==> config.mk <==
export PLATFORM = sky130hd
export DESIGN_NAME = vram_arbiter
export DESIGN_NICKNAME = d
export VERILOG_FILES = /design/src/rtl/spectrum_pkg.sv /design/src/rtl/vram_arbiter.sv
export SDC_FILE = /design/constraint.sdc
export NUM_CORES = 1
export LEC_CHECK = 0
export CORE_MARGIN = 2
export CORE_UTILIZATION = 50
export CTS_BUF_LIST = sky130_fd_sc_hd__clkbuf_4
export DETAILED_ROUTE_END_ITERATION = 10
export DONT_BUFFER_PORTS = 1
export GPL_ROUTABILITY_DRIVEN = 0
export SLEW_MARGIN = 20
export SYNTH_ARGS = -nofsm -noshare
export SYNTH_HDL_FRONTEND = slang
export SYNTH_SLANG_ARGS = --single-unit
==> constraint.sdc <==
create_clock -name clk -period 8.2 [get_ports clk]
set_clock_uncertainty 0.15 [all_clocks]
set_input_delay 2.46 -clock clk [delete_from_list [all_inputs] [get_ports clk]]
set_output_delay 2.46 -clock clk [all_outputs]
set_load 0.03 [all_outputs]
==> src/rtl/spectrum_pkg.sv <==
// Shared types for the spectrum-clock screen RAM arbiter.
// Latency: n/a (types and defaults only).
// Backpressure: n/a.
package spectrum_pkg;

    localparam int ADDR_W_DEF = 13;
    localparam int DATA_W_DEF = 8;

    // Who issued the RAM access whose read data returns this cycle
    typedef enum logic [1:0] {
        OWN_NONE = 2'd0,
        OWN_CPU  = 2'd1,
        OWN_VID  = 2'd2
    } owner_e;

    // CPU request handshake state
    typedef enum logic [1:0] {
        C_IDLE = 2'd0,
        C_PEND = 2'd1,
        C_BUSY = 2'd2,
        C_DONE = 2'd3
    } cpu_state_e;

endpackage

==> src/rtl/vram_arbiter.sv <==
// Arbitrates one single-port 8K x 8 screen RAM between Z80 (cpu_*) and display fetch (vid_*).
// Latency: grant cycle N drives the RAM; cpu_ack / vid_valid and read data appear in N+1.
// Backpressure: video wins unless it has taken MAX_VID_STREAK grants while the CPU waits; CPU stalls via cpu_wait_n.
// Ports: clk/reset; CPU req/we/addr/wdata -> rdata/ack/wait_n; video req/addr -> gnt/rdata/valid;
//        RAM ce/we/addr/wdata -> rdata (registered read, data one cycle after ce).
module vram_arbiter
    import spectrum_pkg::*;
#(
    parameter int ADDR_W         = ADDR_W_DEF,
    parameter int DATA_W         = DATA_W_DEF,
    parameter int MAX_VID_STREAK = 4
) (
    input  logic              clk,
    input  logic              reset,
    input  logic              cpu_req,
    input  logic              cpu_we,
    input  logic [ADDR_W-1:0] cpu_addr,
    input  logic [DATA_W-1:0] cpu_wdata,
    output logic [DATA_W-1:0] cpu_rdata,
    output logic              cpu_ack,
    output logic              cpu_wait_n,
    input  logic              vid_req,
    input  logic [ADDR_W-1:0] vid_addr,
    output logic              vid_gnt,
    output logic [DATA_W-1:0] vid_rdata,
    output logic              vid_valid,
    output logic              mem_ce,
    output logic              mem_we,
    output logic [ADDR_W-1:0] mem_addr,
    output logic [DATA_W-1:0] mem_wdata,
    input  logic [DATA_W-1:0] mem_rdata
);

    localparam int STREAK_W = (MAX_VID_STREAK < 2) ? 1 : $clog2(MAX_VID_STREAK + 1);
    localparam logic [STREAK_W-1:0] STREAK_MAX = STREAK_W'(MAX_VID_STREAK);

    cpu_state_e          state_q, state_d;
    logic [STREAK_W-1:0] streak_q, streak_d;
    owner_e              own_q, own_d;
    logic                rd_q, rd_d;
    logic [DATA_W-1:0]   cpu_rdata_q;
    logic [DATA_W-1:0]   vid_rdata_q;

    logic cpu_pending;
    logic cpu_grant;

    // Arbitration and RAM drive. Reset gates every grant so a request
    // present during reset never reaches the RAM.
    always_comb begin
        // Requiring cpu_req here makes a dropped request in C_PEND fall
        // back to idle without touching the RAM.
        cpu_pending = ~reset & cpu_req & ((state_q == C_IDLE) | (state_q == C_PEND));
        cpu_grant   = cpu_pending & (~vid_req | (streak_q == STREAK_MAX));
        vid_gnt     = ~reset & vid_req & ~cpu_grant;

        mem_ce    = cpu_grant | vid_gnt;
        mem_we    = cpu_grant & cpu_we;
        mem_addr  = cpu_grant ? cpu_addr : vid_addr;
        mem_wdata = cpu_wdata;

        cpu_wait_n = ~(cpu_pending | (~reset & (state_q == C_BUSY)));

        cpu_ack   = ~reset & (own_q == OWN_CPU);
        vid_valid = ~reset & (own_q == OWN_VID);

        // Read data bypasses the hold register in the return cycle so it
        // lines up with ack/valid; otherwise the last value is held.
        if (reset) begin
            cpu_rdata = '0;
            vid_rdata = '0;
        end else begin
            cpu_rdata = (cpu_ack & rd_q) ? mem_rdata : cpu_rdata_q;
            vid_rdata = vid_valid ? mem_rdata : vid_rdata_q;
        end
    end

    // CPU FSM, streak counter and owner pipe next state
    always_comb begin
        state_d  = state_q;
        streak_d = streak_q;
        own_d    = OWN_NONE;
        rd_d     = 1'b0;

        case (state_q)
            C_IDLE: begin
                if (cpu_grant)    state_d = C_BUSY;
                else if (cpu_req) state_d = C_PEND;
            end
            C_PEND: begin
                if (cpu_grant)     state_d = C_BUSY;
                else if (!cpu_req) state_d = C_IDLE;
            end
            C_BUSY:  state_d = C_DONE;
            // Hold here until the Z80 releases rd/wr so one bus cycle
            // yields exactly one RAM access.
            C_DONE: begin
                if (!cpu_req) state_d = C_IDLE;
            end
            default: state_d = C_IDLE;
        endcase

        if (!cpu_pending || cpu_grant) begin
            streak_d = '0;
        end else if (vid_gnt && (streak_q != STREAK_MAX)) begin
            streak_d = streak_q + 1'b1;
        end

        if (cpu_grant) begin
            own_d = OWN_CPU;
            rd_d  = ~cpu_we;
        end else if (vid_gnt) begin
            own_d = OWN_VID;
        end
    end

    always_ff @(posedge clk) begin
        if (reset) begin
            state_q     <= C_IDLE;
            streak_q    <= '0;
            own_q       <= OWN_NONE;
            rd_q        <= 1'b0;
            cpu_rdata_q <= '0;
            vid_rdata_q <= '0;
        end else begin
            state_q     <= state_d;
            streak_q    <= streak_d;
            own_q       <= own_d;
            rd_q        <= rd_d;
            cpu_rdata_q <= cpu_rdata;
            vid_rdata_q <= vid_rdata;
        end
    end

endmodule

==> summary.md <==
| Metric | Value |
|---|---|
| Synth area leaders | dfxtp_1, mux2_4, nand2_1, a21oi_1, o21ai_0 |
| CP arrival | 3880 ps |
| Status | complete, no violations |
| Power share of the sequential group | 58.6% |
| Syn Area/Cell | 8.44 um^2 |
| Mapped Nets | 200 |
| Post-DP Area | 0.00121 mm^2 |
| Worst R2R Path Depth | 6 |
| Largest net degree at the start of global routing | 33 |
| 1st-iter DRT viols | 19 |
| Initial Utilization | 51.9% |
| Sw frac | between 20% and 30% |
| Max clock buf depth | 2 |
| Crit path capture type | output pin |
| HP Class | reg -> reg |
| Most frequent cell after synthesis | nand2_1 |
| Worst Path Max Fanout | 16 |
| Logic pwr share | 18.1% |
| FF+latch area | 480 um^2 |
| FP Rows | 18 |
| Routed wire per std cell | 14.2 um |
| H-tree depth | 1 |
| Multi-input logic area | approximately 670 um^2 |
| Leading area contributor after synthesis | dfxtp_1 |
| Postcts setup bufs | 0 |
| # clock sinks | 24 |
| Root buffer cell | clkbuf_4 |
| Placeable Area | 0.00245 mm^2 |
| FF+latch count, synth | 24 |
| Synth cell types | 25 |
| Via count | 944 |
| Post-Syn Area | between 0.001 and 0.0015 mm^2 |
| Antenna Nets Post-Route | 0 |
| Layout area overhead | -3.44% |
| Global-route wire length before repair | 3.48 mm |
| Total Die Area | a little under 0.003 mm^2 |
| DR DRC count | 0 |
| Post-Route WL | between 2 and 2.5 mm |
| Setup CP Type | in -> out |
| Initial DRT Pass Iterations | 4 |
| CTS Hold Buffers Added | 0 |
| Clock slew at reported path FFs | 120 ps |
| Peak supply drop | between 0.09 and 0.1 mV |
| Yosys warns | 0 |
| Pwr dens | 169 mW/mm^2 |
| Count of pins over their slew limit | 0 |
| CTS tree | done |
| Final setup fails | 0 |
| Height of the die | 54.5 um |
| Post_cts resized | 0 |
| Main synth FF type | dfxtp_1 |
| Final setup TNS | 0 ps |
| Fillers | 250 |
| P_leak | ~0.47 nW |
| Post-synth top cells | nand2_1, dfxtp_1, a21oi_1, o21ai_0, nand2b_1 |
| Number of I/O pins | 90 |
| GRT Total Usage | between 10% and 20% |
| Clock Power Share | 23.3% |
| Critical Path RT | 5590 ps |
| Layout cell share with drive strength beyond 1 | 13.1% |
| Fmax | around 0.15 GHz |
| Post-route clock period utilization | approximately 79% |
| Crit start category | input pin |
| Remaining Overflow, GRT | 0 |
| Post-layout net count | 188 |
| Detailed Place HPWL | 1.89 mm |
| Synth Instances | 151 |
| Hold Path Depth | 2 |
| ANT cells | 0 |
| Drt via density | 5.65 |
| Fin. Hold Viols | 0 |
| Worst-margin pin slew | 1020 ps |
| Top-area cell type share of the netlist area | between 30 and 40% |
| Worst-Skew Late Latency | around 300 ps |
| Post-layout min period | 6490 ps |
| Die W | 54.5 um |
| Max_cap viols | 0 |
| Initial antenna violation count | 0 |
| Post-synth EDFFs | 0 |
| Post-route cell area | approximately 0.0012 mm^2 |
| Num CTS Buffers | 3 |
| NetSw | 59.1 uW |
| Vias in the first global route | 831 |
| RSZ-0062 raised after global routing | false |
| Async set-reset flop share out of synthesis | 0% |
| Max-slew headroom | about a third |
| Internal | 148 uW |
| Sequential area share after synthesis | 37.7% |
| IO Port Bufs | 0 |
-- final timing paths --
check                            startpoint                        end  slack, ps
setup reg to reg   streak_q[0]$_SDFFE_PP0P_        own_q[1]$_SDFF_PP0_       6230
setup / recovery                    vid_req                    vid_gnt       1710
hold reg to reg   vid_rdata_q[5]$_SDFF_PP0_  vid_rdata_q[5]$_SDFF_PP0_        320
hold / removal    vid_rdata_q[5]$_SDFF_PP0_  vid_rdata_q[5]$_SDFF_PP0_        320
-- cell usage in the layout, fill, tap and decap left out, drive strengths merged --
master and n:
ha 2, and2 1, nand2b 12, nor3b 1
dfxtp 24, mux2 13, mux2i 1, nand2 27
o21ai 17, nor2b 1, clkbuf 3, a21o 1
nor4bb 1, a21oi 18, or3 1, nor2 5
a21boi 1, a2111oi 2, inv 5, nor3 1
-- power by group through the flow --
stage | Combinational [mW] | Sequential, mW | Clock, mW
6_report | 0.0376 | 0.122 | 0.0484
3_5_place_dp | 0.0377 | 0.124 | 0
3_3_place_gp | 0.0374 | 0.124 | 0
2_1_floorplan | 0.0452 | 0.124 | 0
5_1_grt | 0.0402 | 0.122 | 0.0567
4_1_cts | 0.0379 | 0.122 | 0.0525
-- kinds of logic (layout without fill, tap and decap cells) --
logic type                 Yosys count  after routing  synth area share [%]
adders and majority gates            2              2                  1.96
DFF                                 24             24                  37.7
and+or+nand+nor                     50             50                  18.6
AOI/OAI and AO/OA                   39             39                  16.6
muxes                               14             14                  14.3
buffers and inverters               22              8                  10.8
-- layer usage --
metal	vias up	wire length [um]	track usage, %
met5	-	0	0
li1	471	-	-
met4	0	19	8.33
met3	4	231	4.92
met1	419	945	18.0
met2	50	1170	28.9
-- final cells by class --
type,instances,area share (%)
Clock buffer,3,1.83
Multi-Input combinational cell,105,54.5
Inverter,5,1.53
Sequential cell,24,39.1
Tap cell,30,3.05
-- sequential cells by signal, indices dropped and copies added, names as in the netlist --
signal       cells
cpu_rdata_q      8
vid_rdata_q      8
streak_q         3
own_q            2
state_q          2
rd_q             1
-- critical path, cell delays in order --
cell and delay [ps]:
a21boi_2 160, or3_1 590, inv_1 190, nor2_1 480
-- metrics by stage --
stage | util, % | power [mW] | setup WS [ps] | hold slack, ps | instances
after floorplan | - | 0.169 | 1900 | 279 | 151
after global placement | 49.2 | 0.162 | 1770 | 295 | 164
after detailed placement | 49.2 | 0.162 | 1700 | 301 | 164
after CTS | 50.1 | 0.212 | 1690 | 319 | 167
after global routing | 50.1 | 0.219 | 1580 | 337 | 167
final | 50.1 | 0.208 | 1710 | 318 | 167
No activity file was read; power rests on OpenSTA's default activity.
